**config.mk**
```make
export PLATFORM = sky130hd
export DESIGN_NAME = serial_sub
export DESIGN_NICKNAME = d
export VERILOG_FILES = /design/src/rtl/serial_sub_pkg.sv /design/src/rtl/serial_sub_full_sub.sv /design/src/rtl/serial_sub.sv
export SDC_FILE = /design/constraint.sdc
export NUM_CORES = 1
export LEC_CHECK = 0
export ABC_AREA = 1
export ABC_CLOCK_PERIOD_IN_PS = 3370
export CORE_MARGIN = 2
export CORE_UTILIZATION = 30
export DETAILED_ROUTE_END_ITERATION = 12
export SYNTH_ARGS = -nofsm -noshare
export SYNTH_HDL_FRONTEND = slang
export SYNTH_SLANG_ARGS = --single-unit
```
**constraint.sdc**
```tcl
create_clock -name clk -period 3.37 [get_ports clk]
set_input_delay 0.674 -clock clk [delete_from_list [all_inputs] [get_ports clk]]
set_output_delay 0.674 -clock clk [all_outputs]
set_load 0.005 [all_outputs]
```
**src/rtl/serial_sub_pkg.sv**
```systemverilog
// Shared types and helpers for the bit-serial subtractor.
package serial_sub_pkg;

    // Controller states: waiting, shifting bit slices, presenting the result.
    typedef enum logic [1:0] {
        ST_IDLE = 2'd0,
        ST_RUN  = 2'd1,
        ST_DONE = 2'd2
    } state_t;

    // Default operand width and its bit-counter width.
    localparam int WIDTH_DEFAULT = 4;
    localparam int CW            = $clog2(WIDTH_DEFAULT);

    // Counter width for an arbitrary operand width (at least one bit).
    function automatic int count_width(input int width);
        return (width <= 2) ? 1 : $clog2(width);
    endfunction

endpackage

```
**src/rtl/serial_sub_full_sub.sv**
```systemverilog
// One-bit full subtractor slice: d = a - b - bin, with borrow-out.
module full_sub (
    input  logic i_a,
    input  logic i_b,
    input  logic i_bin,
    output logic o_d,
    output logic o_bout
);

    logic w_axb;

    assign w_axb  = i_a ^ i_b;
    assign o_d    = w_axb ^ i_bin;
    // Borrow when the minuend bit is smaller, or the bits tie and a borrow arrives.
    assign o_bout = (~i_a & i_b) | (~w_axb & i_bin);

endmodule

```
**src/rtl/serial_sub.sv**
```systemverilog
// Bit-serial subtractor: D = A - B - bin, LSB first, one slice per clock,
// behind a start/busy/done handshake.
//
// Handshake: start is sampled only in IDLE or DONE; an accepted start begins
// an operation and is ignored while busy. done pulses for exactly one cycle
// when d/bout are updated; d/bout hold until the next completion.
module serial_sub
    import serial_sub_pkg::*;
#(
    parameter int WIDTH = 4
) (
    input  logic             clk,
    input  logic             reset,
    input  logic             start,
    input  logic [WIDTH-1:0] a,
    input  logic [WIDTH-1:0] b,
    input  logic             bin,
    output logic             busy,
    output logic             done,
    output logic [WIDTH-1:0] d,
    output logic             bout,
    output logic [1:0]       dbg_state
);

    localparam int CNT_W = count_width(WIDTH);

    state_t             r_state;
    state_t             w_state_next;
    logic [WIDTH-1:0]   r_a;
    logic [WIDTH-1:0]   r_b;
    logic [WIDTH-1:0]   r_res;
    logic [WIDTH-1:0]   r_d;
    logic               r_bout;
    logic               r_borrow;
    logic [CNT_W-1:0]   r_count;
    logic               w_diff;
    logic               w_borrow_next;
    logic               w_accept;
    logic               w_last;
    logic [WIDTH-1:0]   w_res_next;

    // Single reused slice operating on bit 0 of the working registers.
    full_sub u_full_sub (
        .i_a    (r_a[0]),
        .i_b    (r_b[0]),
        .i_bin  (r_borrow),
        .o_d    (w_diff),
        .o_bout (w_borrow_next)
    );

    assign w_accept   = start && ((r_state == ST_IDLE) || (r_state == ST_DONE));
    assign w_last     = (r_count == CNT_W'(WIDTH - 1));
    assign w_res_next = {w_diff, r_res[WIDTH-1:1]};

    // State register.
    always_ff @(posedge clk or posedge reset) begin
        if (reset) begin
            r_state <= ST_IDLE;
        end else begin
            r_state <= w_state_next;
        end
    end

    // Next-state logic.
    always_comb begin
        w_state_next = r_state;
        case (r_state)
            ST_IDLE: if (start) w_state_next = ST_RUN;
            ST_RUN:  if (w_last) w_state_next = ST_DONE;
            ST_DONE: w_state_next = start ? ST_RUN : ST_IDLE;
            default: w_state_next = ST_IDLE;
        endcase
    end

    // Operand capture, per-slice shifting, and result publication.
    always_ff @(posedge clk or posedge reset) begin
        if (reset) begin
            r_a      <= '0;
            r_b      <= '0;
            r_res    <= '0;
            r_borrow <= 1'b0;
            r_count  <= '0;
            r_d      <= '0;
            r_bout   <= 1'b0;
        end else if (w_accept) begin
            r_a      <= a;
            r_b      <= b;
            r_borrow <= bin;
            r_count  <= '0;
        end else if (r_state == ST_RUN) begin
            r_res    <= w_res_next;
            r_a      <= r_a >> 1;
            r_b      <= r_b >> 1;
            r_borrow <= w_borrow_next;
            r_count  <= r_count + CNT_W'(1);
            if (w_last) begin
                r_d    <= w_res_next;
                r_bout <= w_borrow_next;
            end
        end
    end

    assign busy      = (r_state == ST_RUN);
    assign done      = (r_state == ST_DONE);
    assign d         = r_d;
    assign bout      = r_bout;
    assign dbg_state = r_state;

endmodule

```
## Yosys cells after proc, flatten, opt, wreduce, memory -nomap -nowiden

Index checks and enable logic that the tools add are counted.

- Input bits: 12
- Register bits after elaboration: 22
- Logic and storage cells: 41
- Output and inout bits: 9

- Mux-type cells: 12
- Add/subtract/negate cells: 1
- Reductions and logical operators: 7
- Bitwise gates (word level): 8
- Eq/ne operators: 5

Operators by type and width:

| operator | count |
|---|---|
| two-way mux 4 bit | 4 |
| two-way mux 2 bit | 4 |
| one-hot mux 2 bit (3 select lines) | 1 |
| == test 2 bit, second input constant | 2 |
| AND reduction 2 bit | 2 |
| two-way mux 1 bit | 3 |
| inverter 1 bit | 3 |
| AND reduction 3 bit | 1 |
| adder 2 x 1 -> 2 bit, second input constant | 1 |
| AND 1 bit | 2 |
| == test 2 x 1 -> 1 bit, second input constant | 1 |
| zero test 2 bit | 1 |
| != test 2 x 1 -> 1 bit, second input constant | 1 |
| != test 2 bit, second input constant | 1 |
| nonzero test 2 bit | 1 |
| XOR 1 bit | 2 |
| logical AND 1 bit | 1 |
| logical OR 1 bit | 1 |
| OR 1 bit | 1 |

## Depth between registers and ports, before layout

Gate-level depths: netlist of run 1.

- Word-level depth: 6
- Mapped depth: 7

## By module

From an unflattened synthesis of run 1, not the netlist that was laid out.

- Cell total of the unflattened synthesis: 117
- Area total of the unflattened synthesis: 1022.2 µm²

Modules (own cells, without submodules):

| module | instances | cells each | area each (µm²) |
|---|---|---|---|
| serial_sub | 1 | 113 | 991.0 |
| full_sub | 1 | 4 | 31.3 |

## Least setup slack after synthesis of run 1

No wires, ideal clock.

- Path kind: register to output
- From: register r_state[0] (netlist: dbg_state[0])
- To: output port busy
- Setup slack: 1.985 ns
- Cell stages (with the launch flop): 4
- Arrival: 0.711 ns
- Required time: 2.696 ns
- Cells stage by stage: dfrtp_1 buf_4 inv_4 nor2_8

- Word-level cells in the longest chain between the ends: 1

Ends and longest elaborated chain:

| what | line | RTL |
|---|---|---|
| start, declared | serial_sub.sv:27 | `state_t r_state;` |
| start signal, assigned | serial_sub.sv:60 | `r_state <= w_state_next;` |
| == test 2 x 1 -> 1 bit | serial_sub.sv:103 | `assign busy = (r_state == ST_RUN);` |
| end, declared | serial_sub.sv:18 | `output logic busy,` |

No other way between the ends.

## Final worst setup path of run 1

Same ends and word-level chain as after synthesis.

==> results of run 1 <==
[kinds of logic after synthesis]
family / after synthesis / share of synthesized area
AO/OA/AOI/OAI: 10 / 0.0484
adder cells (fa/ha/maj): 2 / 0.0315
buffers and inverters: 23 / 0.0993
flip-flops: 21 / 0.508
AND/OR/NAND/NOR: 60 / 0.312
[area by class of cell]
type                    count  area (um^2)
fillers                   363         2000
flip-flops and latches     21          526
multi-input cells          72          405
repair buffers             20          200
inverters                  22         95.1
well taps                  46         57.6
clock buffers               3         22.5
clock inverters             1         5.00
[cells in the mapped netlist]
| master | count |
|---|---|
| a21oi_1 | 1 |
| buf_4 | 1 |
| dfrtp_1 | 21 |
| fa_1 | 1 |
| ha_1 | 1 |
| inv_1 | 18 |
| inv_2 | 1 |
| inv_4 | 2 |
| inv_8 | 1 |
| nand2_1 | 33 |
| nand2_2 | 8 |
| nand2_4 | 2 |
| nand2_8 | 2 |
| nand3_1 | 9 |
| nor2_1 | 4 |
| nor2_2 | 1 |
| nor2_8 | 1 |
| o21ai_0 | 4 |
| o21ai_1 | 5 |
[where the power goes]
part | switching (mW) | internal, mW | total (mW) | leakage (nW)
clock | 0.0807 | 0.0443 | 0.125 | 0.0177
sequential | 0.0987 | 0.370 | 0.469 | 0.262
combinational | 0.318 | 0.259 | 0.577 | 0.387
total | 0.497 | 0.673 | 1.17 | 0.667
[worst min-delay path by stage]
stage / startpoint / endpoint / slack, ns / cells after the start
after floorplan: r_res[1] / d[0] / 0.44 / 2
after global placement: r_count[0] / r_count[0] / 0.46 / 1
after global routing: r_count[0] / r_count[0] / 0.53 / 1
after detailed placement: d[0] / d[0] / 0.46 / 2
final: r_res[1] / d[0] / 0.49 / 2
after CTS: r_res[1] / d[0] / 0.50 / 2
[flip-flops by register name, indices dropped and copies added (netlist names)]
signal     flops
d              4
r_a            4
r_b            4
r_res          3
dbg_state      2
r_count        2
bout           1
r_borrow       1
[layer usage]
layer	part of all wire	wire length (um)	vias up	GRT usage
met5	0	0	-	0
met3	0.055	107	2	0.0523
met1	0.51	987	329	0.153
li1	-	-	395	-
met2	0.43	828	17	0.179
met4	0.0052	10	0	0.0167
[critical path: stages, from the launching register on]
cell and delay [ns]:
dfrtp_1 0.65, inv_4 0.12, nor2_8 0.14, clkdlybuf4s50_1 0.52
==> metrics, run 1 <==
Syn Std Cell Area=1030 um^2; clock sinks=21; Worst setup startpoint=dbg_state[0]; worst-margin pin slew=0.792 ns; Nets=154; WP data arrival=1.74 ns; Final Setup Violations=0; P&R area growth vs syn=26.9%; die span in x=62.7 um; CP endpoint=busy; Max Fclk=414 MHz; Pwr Density=892 nW/um^2; first-pass GRT wire length=3640 um; top-level I/O count=21; Finished Cell Area=1310 um^2; Worst R2R End=r_res[3]; DRC=0; R2R Setup Slk=2.06 ns; RSZ-0062 raised after global routing=no; H-tree depth=1; Worst setup EP type=output pin; Max Slew Vio Count=0; Crit Path Max Fanout=9; post-cts gate resize count=0; row cnt=21; final setup TNS=0 ns; most frequent cells in the layout=33 x nand2_1, 21 x dfrtp_1, 20 x clkdlybuf4s50_1; vias in the first global route=782; DP Wirelength=1420 um; Leak Pwr=0.667 nW; worst setup margin=0.954 ns; WHS=0.494 ns; routed via count=743; I/O Buffers=20; DP Area=1280 um^2; starting density of the core=0.312; Final ANT Viol Nets=0; synthesized instance count=116; Avg Cell Area, Syn=8.91 um^2; Clk Latency, worst-skew pair=0.31 ns; ANT cells=0; Post-Layout Cell Count=185; DP Worst Slack=1.31 ns; clk buf depth=2; CTS Buf Count=3; commonest non-fill, non-tap cell in the layout=nand2_1; CTS Root Cell=clkbuf_4; Fin. Hold Viols=0; largest net degree at the start of global routing=22; part of the cycle the worst path needs=0.717; Seq cells post-synth=21; initial antenna violation count=0; clk_skew=0.00290 ns; total global routing overflow=0; clock-pin slew of the registers on the worst-case setup and hold paths=0.12 ns; Worst Hold Class=reg2reg; Synth area leaders=dfrtp_1 51%, nand2_1 12%, inv_1 6.5%, nand2_2 4.8%, nand3_1 4.4%; status=finished, final reports clean; Worst EP required=2.70 ns; area of the core=3310 um^2; share of Yosys cell area claimed by the top area cell type=0.508; post-CTS setup buffers=0; Seq/Total Area, Yosys=0.508; Detailed Route WL=1930 um; DIE HEIGHT=62.7 um; Rel. slew slack=0.471; Hold Buf Count CTS=0; WL per Instance=10.5 um; max cap viols=0; CTS tree=yes; final core occ=0.396; crit start category=register; vias per cell=4.02; Synth area leader=dfrtp_1; RePlAce Congestion=0.767; Synth cell types=19; Tot Pwr=1.17 mW; worst vdd ir=0.370 mV; 1st-iter DRT viols=24; Die ar.=3930 um^2; placed cells=181; minimum clock period=2.42 ns; Synth warnings=0; TritonRoute pass-1 iters=4; GRT Total Usage=0.116; Mapped Nets=130; R2R cell count=4; Setup CP Type=reg2out; layout cells sized above 1=0.158; reg2reg start=r_b[0]
Power figures use the tool's default switching activity.
==> inputs of run 2 (changes only) <==
--- a/config.mk
+++ b/config.mk
@@ -6,7 +6,7 @@
 export NUM_CORES = 1
 export LEC_CHECK = 0
 export ABC_AREA = 1
-export ABC_CLOCK_PERIOD_IN_PS = 3370
+export ABC_CLOCK_PERIOD_IN_PS = 2100
 export CORE_MARGIN = 2
 export CORE_UTILIZATION = 30
 export DETAILED_ROUTE_END_ITERATION = 12
==> constraint.sdc (replaced) <==
create_clock -name clk -period 2.1 [get_ports clk]
set_input_delay 0.42 -clock clk [delete_from_list [all_inputs] [get_ports clk]]
set_output_delay 0.42 -clock clk [all_outputs]
set_load 0.005 [all_outputs]
==> run 2 against run 1 <==
  * Count of clock-buffer cells in the layout unchanged
  * Critical endpoint is now done
  * Flip-flop and latch count did not move
  * Core utilization grew 0.45 points
  * Largest cell class unchanged
  * Final cell count grew 1.1%
  * Hold slack got worse by 0.065 ns
  * Clock skew is 0.00065 ns higher
==> metrics, run 2 (synthesis gave the netlist of run 1 again) <==
Final ANT Viol Nets=0 (unchanged); die span in x=62.7 um (unchanged); fill count=374 (was 363); CTS tree=yes (unchanged); DIE HEIGHT=62.7 um (unchanged); Max Slew Vio Count=0 (unchanged); placed cells=183 (was 181); 1st-iter DRT viols=39 (was 24); Finished Cell Area=1330 um^2 (was 1310 um^2); DP Worst Slack=0.469 ns (was 1.31 ns); largest net degree at the start of global routing=22 (unchanged); R2R Setup Slk=0.79 ns (was 2.06 ns); RSZ-0062 raised after global routing=no (unchanged); Leak Pwr=0.677 nW (was 0.667 nW); Crit Path Max Fanout=7 (was 9); worst setup margin=0.126 ns (was 0.954 ns); starting density of the core=0.312 (unchanged); Fin. Hold Viols=0 (unchanged); crit start category=register (unchanged); Post-Layout Cell Count=187 (was 185); row cnt=21 (unchanged); top-level I/O count=21 (unchanged); area occupied by multi-input gates=405 um^2 (unchanged); status=finished, final reports clean (unchanged); clk buf depth=2 (unchanged); layout cells sized above 1=0.170 (was 0.158); vias per cell=4.13 (was 4.02); total global routing overflow=0 (unchanged); part of the cycle the worst path needs=0.940; Worst setup EP type=output pin (unchanged); minimum clock period=1.97 ns; first-pass GRT wire length=3760 um (was 3640 um); P&R area growth vs syn=28.3% (was 26.9%); WP data arrival=1.55 ns (was 1.74 ns); post-CTS setup buffers=0 (unchanged); worst-margin pin slew=0.277 ns (was 0.792 ns); most frequent cells in the layout=33 x nand2_1, 21 x dfrtp_1, 20 x clkdlybuf4s50_1 (unchanged); Max Fclk=507 MHz; area of the core=3310 um^2 (unchanged); Die ar.=3930 um^2 (unchanged); routed via count=773 (was 743); post-cts gate resize count=0 (unchanged); Pwr Density=1430 nW/um^2 (was 892 nW/um^2); worst vdd ir=0.718 mV (was 0.370 mV); max cap viols=0 (unchanged); CTS Buf Count=3 (unchanged); Rel. slew slack=0.816 (was 0.471); commonest non-fill, non-tap cell in the layout=nand2_1 (unchanged); Nets=156 (was 154); TritonRoute pass-1 iters=4 (unchanged); clock-pin slew of the registers on the worst-case setup and hold paths=0.12 ns (about the same); clk_skew=0.00356 ns (was 0.00290 ns); Setup CP Type=reg2out (unchanged); Clk Latency, worst-skew pair=0.31 ns (about the same); DP Area=1300 um^2 (was 1280 um^2); final setup TNS=0 ns (unchanged); Worst EP required=1.68 ns (was 2.70 ns); Detailed Route WL=1950 um (was 1930 um); initial antenna violation count=0 (unchanged); register area=526 um^2 (unchanged); ANT cells=0 (unchanged); vias in the first global route=821 (was 782); Final Setup Violations=0 (unchanged); DP Wirelength=1490 um (was 1420 um); Tot Pwr=1.90 mW (was 1.17 mW); WL per Instance=10.4 um (was 10.5 um); GRT Total Usage=0.120 (was 0.116); I/O Buffers=20 (unchanged); DRC=0 (unchanged); H-tree depth=1 (unchanged); Worst Hold Class=in2async (was reg2reg); CTS Root Cell=clkbuf_4 (unchanged); RePlAce Congestion=0.772 (was 0.767); Hold Buf Count CTS=0 (unchanged); clock sinks=21 (unchanged)
[run 2: changes by cell type in the layout (fill, tap and decap cells not counted), sizes merged]
cell / delta
buf: +2
[run 2: layer usage]
metal	up-vias	global-route usage	share of wire
met3	0	0.0523	0.069
met5	-	0	0
met4	0	0.0250	0
li1	400	-	-
met1	350	0.146	0.47
met2	23	0.196	0.47
[run 2: critical path, stage by stage, from the launching register on]
cell and delay [ns]:
dfrtp_1 0.45, buf_4 0.20, nor2_1 0.10, clkdlybuf4s50_1 0.50
[run 2: path summary, 6_finish.rpt]
path,start,to,cells after the start
worst min-delay path,reset,d[1],3
worst min register to register,r_count[0],r_count[0],1
worst max-delay path,dbg_state[0],done,3
worst max register to register,r_b[0],r_res[3],4
max in group asynchronous,reset,r_a[1],3
min in group clk,r_count[0],r_count[0],1
[run 2: through the flow]
stage / utilization / hold slack [ns]
floorplan: - / 0.397
global placement: 0.392 / 0.466
detailed placement: 0.392 / 0.469
CTS: 0.401 / 0.435
global route: 0.401 / 0.443
finish: 0.401 / 0.428
[run 2: cell type report]
cell class	count	area share
Tap cell	46	0.0434
Sequential cell	21	0.396
Timing Repair Buffer	22	0.162
Clock inverter	1	0.00377
Inverter	22	0.0717
Multi-Input combinational cell	72	0.306
Clock buffer	3	0.0170
[run 2: report_power, final]
part | total, mW | switching (mW) | internal [mW]
registers | 0.726 | 0.132 | 0.594
logic | 0.974 | 0.543 | 0.431
clock network | 0.198 | 0.127 | 0.0712
